### src/rtl/ifetch_pkg.sv
// Shared types and sizing for the queued fetch stage: queue entry layout, pending-redirect states
// and the derived counter/pointer widths.
package ifetch_pkg;
    localparam int PC_BITS      = 32;
    localparam int INSTR_BITS   = 32;
    localparam int FETCH_WIDTH  = 4;
    localparam int DEQ_WIDTH    = 2;
    localparam int QUEUE_DEPTH  = 8;

    localparam int CNT_BITS     = $clog2(FETCH_WIDTH + 1);
    localparam int DEQ_CNT_BITS = $clog2(DEQ_WIDTH + 1);
    localparam int QCNT_BITS    = $clog2(QUEUE_DEPTH + 1);
    localparam int PTR_BITS     = $clog2(QUEUE_DEPTH);
    localparam int SLOT_BITS    = $clog2(FETCH_WIDTH);

    typedef struct packed {
        logic [PC_BITS-1:0]    pc;
        logic [INSTR_BITS-1:0] data;
        logic                  taken_branch;
    } fetch_entry_t;

    // Decode sees queue entries unchanged, so the output lane type is the entry type.
    typedef fetch_entry_t fetched_packet;

    localparam int PACKET_BITS = $bits(fetched_packet);

    typedef enum logic [1:0] {IDLE, LOW, HIGH} pend_state_e;
endpackage

### src/rtl/ifetch_queued_fetch_queue.sv
// Circular fetch queue: accepts up to FETCH_WIDTH entries and releases up to DEQ_WIDTH per cycle;
// flush empties it in one cycle.
module fetch_queue
    import ifetch_pkg::*;
(
    input  logic                             clk,
    input  logic                             rst,
    input  logic                             flush,
    input  logic [CNT_BITS-1:0]              enq_cnt,
    input  fetch_entry_t [FETCH_WIDTH-1:0]   enq_data,
    input  logic [DEQ_CNT_BITS-1:0]          deq_cnt,
    output fetch_entry_t [DEQ_WIDTH-1:0]     head_data,
    output logic [QCNT_BITS-1:0]             count
);
    fetch_entry_t        mem [QUEUE_DEPTH];
    logic [PTR_BITS-1:0] head;
    logic [PTR_BITS-1:0] tail;

    always_ff @(posedge clk or posedge rst) begin
        if (rst) begin
            head  <= '0;
            tail  <= '0;
            count <= '0;
        end else if (flush) begin
            head  <= '0;
            tail  <= '0;
            count <= '0;
        end else begin
            head  <= head + PTR_BITS'(deq_cnt);
            tail  <= tail + PTR_BITS'(enq_cnt);
            count <= count + QCNT_BITS'(enq_cnt) - QCNT_BITS'(deq_cnt);
        end
    end

    // Storage needs no reset; occupancy is tracked entirely by the pointers and count.
    always_ff @(posedge clk) begin
        if (!flush) begin
            for (int i = 0; i < FETCH_WIDTH; i++) begin
                if (CNT_BITS'(i) < enq_cnt)
                    mem[tail + PTR_BITS'(i)] <= enq_data[i];
            end
        end
    end

    always_comb begin
        for (int j = 0; j < DEQ_WIDTH; j++)
            head_data[j] = mem[head + PTR_BITS'(j)];
    end
endmodule

### src/rtl/ifetch_queued.sv
// Queued fetch stage: cuts each I-cache group at line end / first taken slot, buffers it and feeds decode.
// Optional IFETCH_BYPASS_EN lets a hit into an empty queue reach decode in the same cycle.
module ifetch_queued
    import ifetch_pkg::*;
#(
    parameter logic [PC_BITS-1:0] RESET_PC = '0
) (
    input  logic                              clk,
    input  logic                              rst,
    output logic [PC_BITS-1:0]                current_pc,
    output logic                              fetch_req,
    input  logic                              hit_cache,
    input  logic [CNT_BITS-1:0]               line_valid_cnt,
    input  logic [FETCH_WIDTH*INSTR_BITS-1:0] fetched_data,
    input  logic [FETCH_WIDTH-1:0]            pred_taken_vec,
    input  logic [PC_BITS-1:0]                pred_target,
    input  logic                              must_flush,
    input  logic [PC_BITS-1:0]                correct_address,
    input  logic                              invalid_prediction,
    input  logic [PC_BITS-1:0]                old_pc,
    output logic [DEQ_WIDTH*PACKET_BITS-1:0]  data_out,
    output logic [DEQ_WIDTH-1:0]              valid_o,
    input  logic                              ready_in
);
    logic                           redirect;
    logic [PC_BITS-1:0]             redirect_pc;
    logic                           accept;
    logic                           taken_in_group;
    logic [CNT_BITS-1:0]            taken_idx;
    logic [CNT_BITS-1:0]            group_n;
    logic [CNT_BITS-1:0]            lanes_n;
    logic [CNT_BITS-1:0]            enq_cnt;
    logic [DEQ_CNT_BITS-1:0]        deq_cnt;
    logic                           bypass;
    logic [QCNT_BITS-1:0]           q_count;
    fetch_entry_t [DEQ_WIDTH-1:0]   q_head;
    fetch_entry_t [FETCH_WIDTH-1:0] slots;
    fetch_entry_t [FETCH_WIDTH-1:0] enq_data;
    pend_state_e                    pend_state;
    logic [PC_BITS-1:0]             saved_pc;

    assign redirect    = must_flush | invalid_prediction;
    assign redirect_pc = must_flush ? correct_address : old_pc;
    assign fetch_req   = !rst && !redirect &&
                         (QCNT_BITS'(QUEUE_DEPTH) - q_count >= QCNT_BITS'(FETCH_WIDTH));
    assign accept      = fetch_req && hit_cache && (pend_state == IDLE);

    // A taken slot past the line end is not part of this group and does not redirect.
    always_comb begin
        taken_idx      = '0;
        taken_in_group = 1'b0;
        for (int i = FETCH_WIDTH - 1; i >= 0; i--) begin
            if (pred_taken_vec[i] && (CNT_BITS'(i) < line_valid_cnt)) begin
                taken_in_group = 1'b1;
                taken_idx      = CNT_BITS'(i);
            end
        end
        group_n = taken_in_group ? taken_idx + CNT_BITS'(1) : line_valid_cnt;
        for (int i = 0; i < FETCH_WIDTH; i++) begin
            slots[i].pc           = current_pc + PC_BITS'(4 * i);
            slots[i].data         = fetched_data[i*INSTR_BITS +: INSTR_BITS];
            slots[i].taken_branch = taken_in_group && (taken_idx == CNT_BITS'(i));
        end
    end

    always_comb begin
        bypass   = 1'b0;
        lanes_n  = (q_count >= QCNT_BITS'(DEQ_WIDTH)) ? CNT_BITS'(DEQ_WIDTH) : CNT_BITS'(q_count);
        enq_cnt  = accept ? group_n : '0;
        enq_data = slots;
`ifdef IFETCH_BYPASS_EN
        if (accept && (q_count == '0)) begin
            bypass  = 1'b1;
            lanes_n = (group_n >= CNT_BITS'(DEQ_WIDTH)) ? CNT_BITS'(DEQ_WIDTH) : group_n;
            if (ready_in) begin
                enq_cnt = group_n - lanes_n;
                for (int i = 0; i < FETCH_WIDTH; i++) begin
                    if (i + int'(lanes_n) < FETCH_WIDTH)
                        enq_data[i] = slots[SLOT_BITS'(i) + SLOT_BITS'(lanes_n)];
                end
            end
        end
`endif
        if (redirect || (pend_state != IDLE))
            lanes_n = '0;
        deq_cnt = (ready_in && !bypass) ? DEQ_CNT_BITS'(lanes_n) : '0;
        for (int j = 0; j < DEQ_WIDTH; j++) begin
            valid_o[j] = CNT_BITS'(j) < lanes_n;
            data_out[j*PACKET_BITS +: PACKET_BITS] = bypass ? slots[j] : q_head[j];
        end
    end

    fetch_queue u_queue (
        .clk       (clk),
        .rst       (rst),
        .flush     (redirect),
        .enq_cnt   (enq_cnt),
        .enq_data  (enq_data),
        .deq_cnt   (deq_cnt),
        .head_data (q_head),
        .count     (q_count)
    );

    // A redirect during a miss is parked until the miss returns; a flush outranks a parked mispredict.
    always_ff @(posedge clk or posedge rst) begin
        if (rst) begin
            current_pc <= RESET_PC;
            pend_state <= IDLE;
            saved_pc   <= '0;
        end else begin
            case (pend_state)
                IDLE: begin
                    if (redirect) begin
                        if (hit_cache) begin
                            current_pc <= redirect_pc;
                        end else begin
                            saved_pc   <= redirect_pc;
                            pend_state <= must_flush ? HIGH : LOW;
                        end
                    end else if (accept) begin
                        current_pc <= taken_in_group ? pred_target
                                                     : current_pc + {group_n, 2'b00};
                    end
                end
                LOW: begin
                    if (hit_cache) begin
                        current_pc <= redirect ? redirect_pc : saved_pc;
                        pend_state <= IDLE;
                    end else if (must_flush) begin
                        saved_pc   <= correct_address;
                        pend_state <= HIGH;
                    end
                end
                HIGH: begin
                    if (hit_cache) begin
                        current_pc <= redirect ? redirect_pc : saved_pc;
                        pend_state <= IDLE;
                    end
                end
                default: pend_state <= IDLE;
            endcase
        end
    end
endmodule

### config.mk
export PLATFORM = sky130hd
export DESIGN_NAME = ifetch_queued
export DESIGN_NICKNAME = d
export VERILOG_FILES = /design/src/rtl/ifetch_pkg.sv /design/src/rtl/ifetch_queued_fetch_queue.sv /design/src/rtl/ifetch_queued.sv
export SDC_FILE = /design/constraint.sdc
export NUM_CORES = 2
export LEC_CHECK = 0
export BUFFER_PORTS_ARGS = -buffer_cell sky130_fd_sc_hd__buf_2
export CAP_MARGIN = 20
export CORE_ASPECT_RATIO = 0.8
export CORE_MARGIN = 3
export CORE_UTILIZATION = 30
export CTS_CLUSTER_SIZE = 10
export DETAILED_ROUTE_END_ITERATION = 8
export HOLD_SLACK_MARGIN = 0.02
export PLACE_DENSITY = 0.49
export SLEW_MARGIN = 20
export SYNTH_ARGS = -nofsm -noshare
export SYNTH_HDL_FRONTEND = slang
export SYNTH_SLANG_ARGS = --single-unit
### constraint.sdc
create_clock -name clk -period 11.95 [get_ports clk]
set_input_delay 0.5975 -clock clk [delete_from_list [all_inputs] [get_ports clk]]
set_output_delay 0.5975 -clock clk [all_outputs]
set_load 0.1 [all_outputs]
Word-level counts from Yosys, hierarchy flattened
Memory sizes are Yosys's and may differ from the RTL's.
Cells that the tools add are included.
Cells by class
  muxes and demuxes: 48
  reduce and logical (&&, ||, !) cells: 24
  equal/unequal tests: 14
  add/sub/neg operators: 14
  bitwise logic cells: 1
  order comparisons: 12
Operator list (count)
  two-way mux 32 bit: 11
  one-hot mux 32 bit (2 select lines): 2
  adder 32 x 4 -> 32 bit, second input constant: 2
  adder 32 x 3 -> 32 bit, second input constant: 1
  adder 32 x 5 -> 32 bit: 1
  two-way mux 3 bit: 9
  < comparator 1 x 3 -> 1 bit, first input constant: 6
  two-way mux 1 bit: 16
  two-way mux 2 bit: 8
  logical AND 1 bit: 12
  < comparator 2 x 3 -> 1 bit, first input constant: 4
  inequality test 2 bit, second input constant: 5
  adder 3 x 1 -> 3 bit, second input constant: 3
  inequality test 3 bit, second input constant: 3
  AND reduction 4 bit: 2
  adder 3 x 2 -> 3 bit, second input constant: 2
  equality test 3 x 2 -> 1 bit, second input constant: 2
  one-hot mux 2 bit (3 select lines): 1
  nonzero test 2 bit: 3
  AND reduction 5 bit: 1
  adder 4 x 3 -> 4 bit: 1
  greater-or-equal comparator 4 x 2 -> 1 bit, second input constant: 1
  greater-or-equal comparator 4 x 3 -> 1 bit, second input constant: 1
  two-way mux 4 bit: 1
  other kinds (14): 15
Word-level totals
  memories: 1
  bits of input ports: 237
  logic and storage cells: 120
  flip-flop bits (word level): 76
  RAM bits: 520
  output and inout port bits: 165
Memories
  u_queue.mem: depth 8, bits a word 65, rd ports 2, clocked after memory_dff 0, write ports 4, RTL line ifetch_queued_fetch_queue.sv:15  | fetch_entry_t mem [QUEUE_DEPTH];

Logic depth before layout (Yosys ltp)
  depth in word-level cells: 13
  mapped depth: 19
  gate-level depth less buffers: 15

By module
Synthesis repeated with hierarchy kept, for this count alone.
Second synthesis, totals
  cells, all modules: 4561
  area, all modules: 43887.1 um2
Modules (own cells, without submodules)
  fetch_queue: instances 1, cells each 3733, area an instance 37300.8 um2, sequential area each 15865.2 um2
  ifetch_queued: instances 1, cells each 828, area an instance 6586.3 um2, sequential area each 1651.6 um2

Worst setup path after synthesis
No wires, ideal clock.
  kind: input to register
  from: in rst
  to: mem u_queue.mem[2][0] in the netlist's numbering, enable pin
  setup time: 0.711 ns
  data required time: 11.239 ns
  data arrival time: 11.105 ns
  stages on the path: 8
  buffers on the path: 2
  path slack: 0.134 ns
  path through: inv_1 o2111a_1 nand2_1 buf_4 buf_2 a31oi_1 a21oi_1 o311ai_0
RTL lines
  from (decl): RTL line ifetch_queued.sv:9  | input logic rst,
  to (decl): RTL line ifetch_queued_fetch_queue.sv:15

==> flow_summary.ini <==
[floorplanning]
die-height_um = 351
initial_utilization = 0.305
core_footprint_um2 = 146000
row_count = 125
dieArea_um2 = 153000
dieWidth_um = 437
floorplan.io_pins = 402

[run_status]
outcome = finished, final reports clean

[synth]
synth_top_cell_area_share = 0.351
synth_top_cells_by_count = nand2_1, edfxtp_1, clkbuf_1, a21oi_1, nor2_1
async_reset_ff_frac = 0.128
synth_enable_flop_cells = 520
synth_seq_area_share = 0.393
synth_most_common_cell = nand2_1
synth_cell_type_count = 87
post_syn_instances = 4433
synthDominantAreaCellType = edfxtp_1
ys_dominant_reg_cell = edfxtp_1
synth.net_count = 4698
ys.warnings.count = 0
syn-mean-instance-area_um2 = 10.0
synth.top_cells.by_area = edfxtp_1, mux4_2, nand2_1
yosys_register_bits = 596
mappedNetlistArea_um2 = 44500

[sta]
final-max-slew-violation-count = 0
fin_ws_ns = 6.56
maxClockFrequency_mhz = 186
relSlewSlack = 0.164
final_min_period_over_clock_period = 0.451
final_report_setup_violation_count = 0
final_hold_viol_count = 0
worst_pin_slew_ns = 1.24
rsz_0062_raised_after_global_routing = no
setup_tns_ns = 0
crit_path_time_final_ns = 5.39
worst_clock_skew_ns = 0.0441

[clock_network]
ctsLongestPathBuffers = 3
clock_latency_ns = 0.71
clock-root-buffer = clkbuf_16
cts_max_level = 3
tritoncts_clock_tree = yes
cts_resized = 0
postcts_setup_bufs = 0
worst_setup_hold_path_clk_slew_ns = 0.06
numCtsBuffers = 77
cts_hold_buffers = 1
numClockSinks = 596

[worst_setup_path]
required_ns = 12.25
critical_path_peak_fanout = 33
cp-start-kind = primary input
crit_type = in -> reg
end_kind = register
timing.critical_path.arrival_ns = 5.69

[detailed_routing]
first_pass_detailed_route_iteration_total = 8
routed_wl_mm = 219
num_vias = 41200
routed_wire_per_std_cell_um = 33.5
detail_route.drc_violations = 0
antenna_left = 0
drt_first_iter_violations = 5825
drt-vias-per-instance = 6.31

[placement]
setup_ws_pre_cts_ns = 5.98
buffer_ports.inserted = 401
detailedPlacementHpwl_mm = 136
gp_congestion = 0.936

[pwr]
vdd_ir_drop_max_uv = 105
leakagePower_nw = 16.6
power_density_nw_per_um2 = 152

[global_routing]
groute.usage.overall = 0.275
grt_first_pass_wirelength_mm = 304
global_route.overflow_total = 0
via_count_of_the_first_global_routing_pass = 38800
antenna_found_initial = 65
grt_start_max_net_pins = 96

[finish]
finish.net_count = 4744
n_fill_cell = 14700
synthToLayoutAreaGrowth_pct = 13.7
drive_above_1_share = 0.246

[flow_run]
timing.max_cap.violations = 0

[worst_hold_path]
min-delay-path-class = in -> reg
[layer usage]
layer	part of all wire	routed length (um)	global-route usage
met5	0.0020	438	0.0146
met4	0.045	9830	0.117
met3	0.13	28700	0.0991
met2	0.41	90100	0.385
met1	0.41	89700	0.380
[worst paths after layout]
kind                                      end  slack (ns)  cells after the start           startpoint
min in group asynchronous        saved_pc[23]        0.45                      3                  rst
max in group asynchronous       current_pc[2]       10.27                      4                  rst
hold / removal                 current_pc[24]        0.19                      3  correct_address[24]
hold reg to reg                  saved_pc[25]        0.48                      2         saved_pc[25]
setup reg to reg           u_queue.mem[3][52]        6.85                     12        pend_state[0]
setup / recovery           u_queue.mem[2][52]        6.56                     12    line_valid_cnt[0]
[registers in the layout, indices dropped and copies added (netlist names)]
signal	flops
saved_pc	32
pend_state	2
u_queue.mem	520
current_pc	32
u_queue.count	4
u_queue.head	3
u_queue.tail	3
[through the flow]
step	util	area (um^2)	instances	total power, mW	hold slack, ns
6_report	0.346	50600	6534	7.71	0.191
5_1_grt	0.346	50600	6521	7.98	0.218
4_1_cts	0.345	50500	6497	7.65	0.182
3_5_place_dp	0.329	48100	6367	5.34	0.470
3_3_place_gp	0.329	48100	6366	5.32	0.462
2_1_floorplan	-	44500	4433	4.57	0.450
[cell families after synthesis]
| group | count (synthesis) | share of synthesized area |
|---|---|---|
| adders and majority gates | 28 | 0.00871 |
| muxes | 522 | 0.194 |
| xor gates and xnor gates | 262 | 0.0515 |
| AOI/OAI and AO/OA | 1253 | 0.183 |
| DFF | 596 | 0.393 |
| buffers and inverters | 595 | 0.0539 |
| and+or+nand+nor | 1177 | 0.115 |
[critical path: stages]
cell	delay, ns
buf_2	0.16
a211oi_4	0.46
nor2_1	0.14
a21oi_1	0.25
ha_1	0.46
o41a_1	0.34
nor2_4	0.21
inv_1	0.42
nand3_2	0.93
o311ai_2	0.44
buf_4	0.52
buf_4	0.69
[power by group]
group / switching [mW] / internal, mW / leakage, nW
Combinational: 1.88 / 0.751 / 9.81
Sequential: 0.243 / 2.51 / 5.64
Clock: 1.02 / 1.31 / 1.15
Total: 3.14 / 4.57 / 16.6
[cell type report]
type / instances / area, um^2 / share of cell area
Multi-Input combinational cell: 3242 / 25000 / 0.494
Sequential cell: 596 / 17500 / 0.346
Inverter: 26 / 98.8 / 0.00195
Tap cell: 1968 / 2460 / 0.0487
Antenna cell: 37 / 92.6 / 0.00183
Clock buffer: 107 / 2080 / 0.0411
Timing Repair Buffer: 536 / 3040 / 0.0601
Clock inverter: 22 / 315 / 0.00623
[cell usage in the layout, fill, tap and decap left out, types with 131 or more instances in the layout]
master | Yosys | routed
a21oi_1 | 355 | 354
buf_2 | 84 | 401
mux2_2 | 131 | 131
a22oi_1 | 136 | 136
xnor2_1 | 174 | 174
mux4_2 | 260 | 260
edfxtp_1 | 520 | 520
o21ai_0 | 301 | 300
nand2_1 | 582 | 578
mux2i_1 | 131 | 131
nor2_1 | 324 | 314
buf_4 | 12 | 132
No activity file was read; power rests on OpenSTA's default activity.
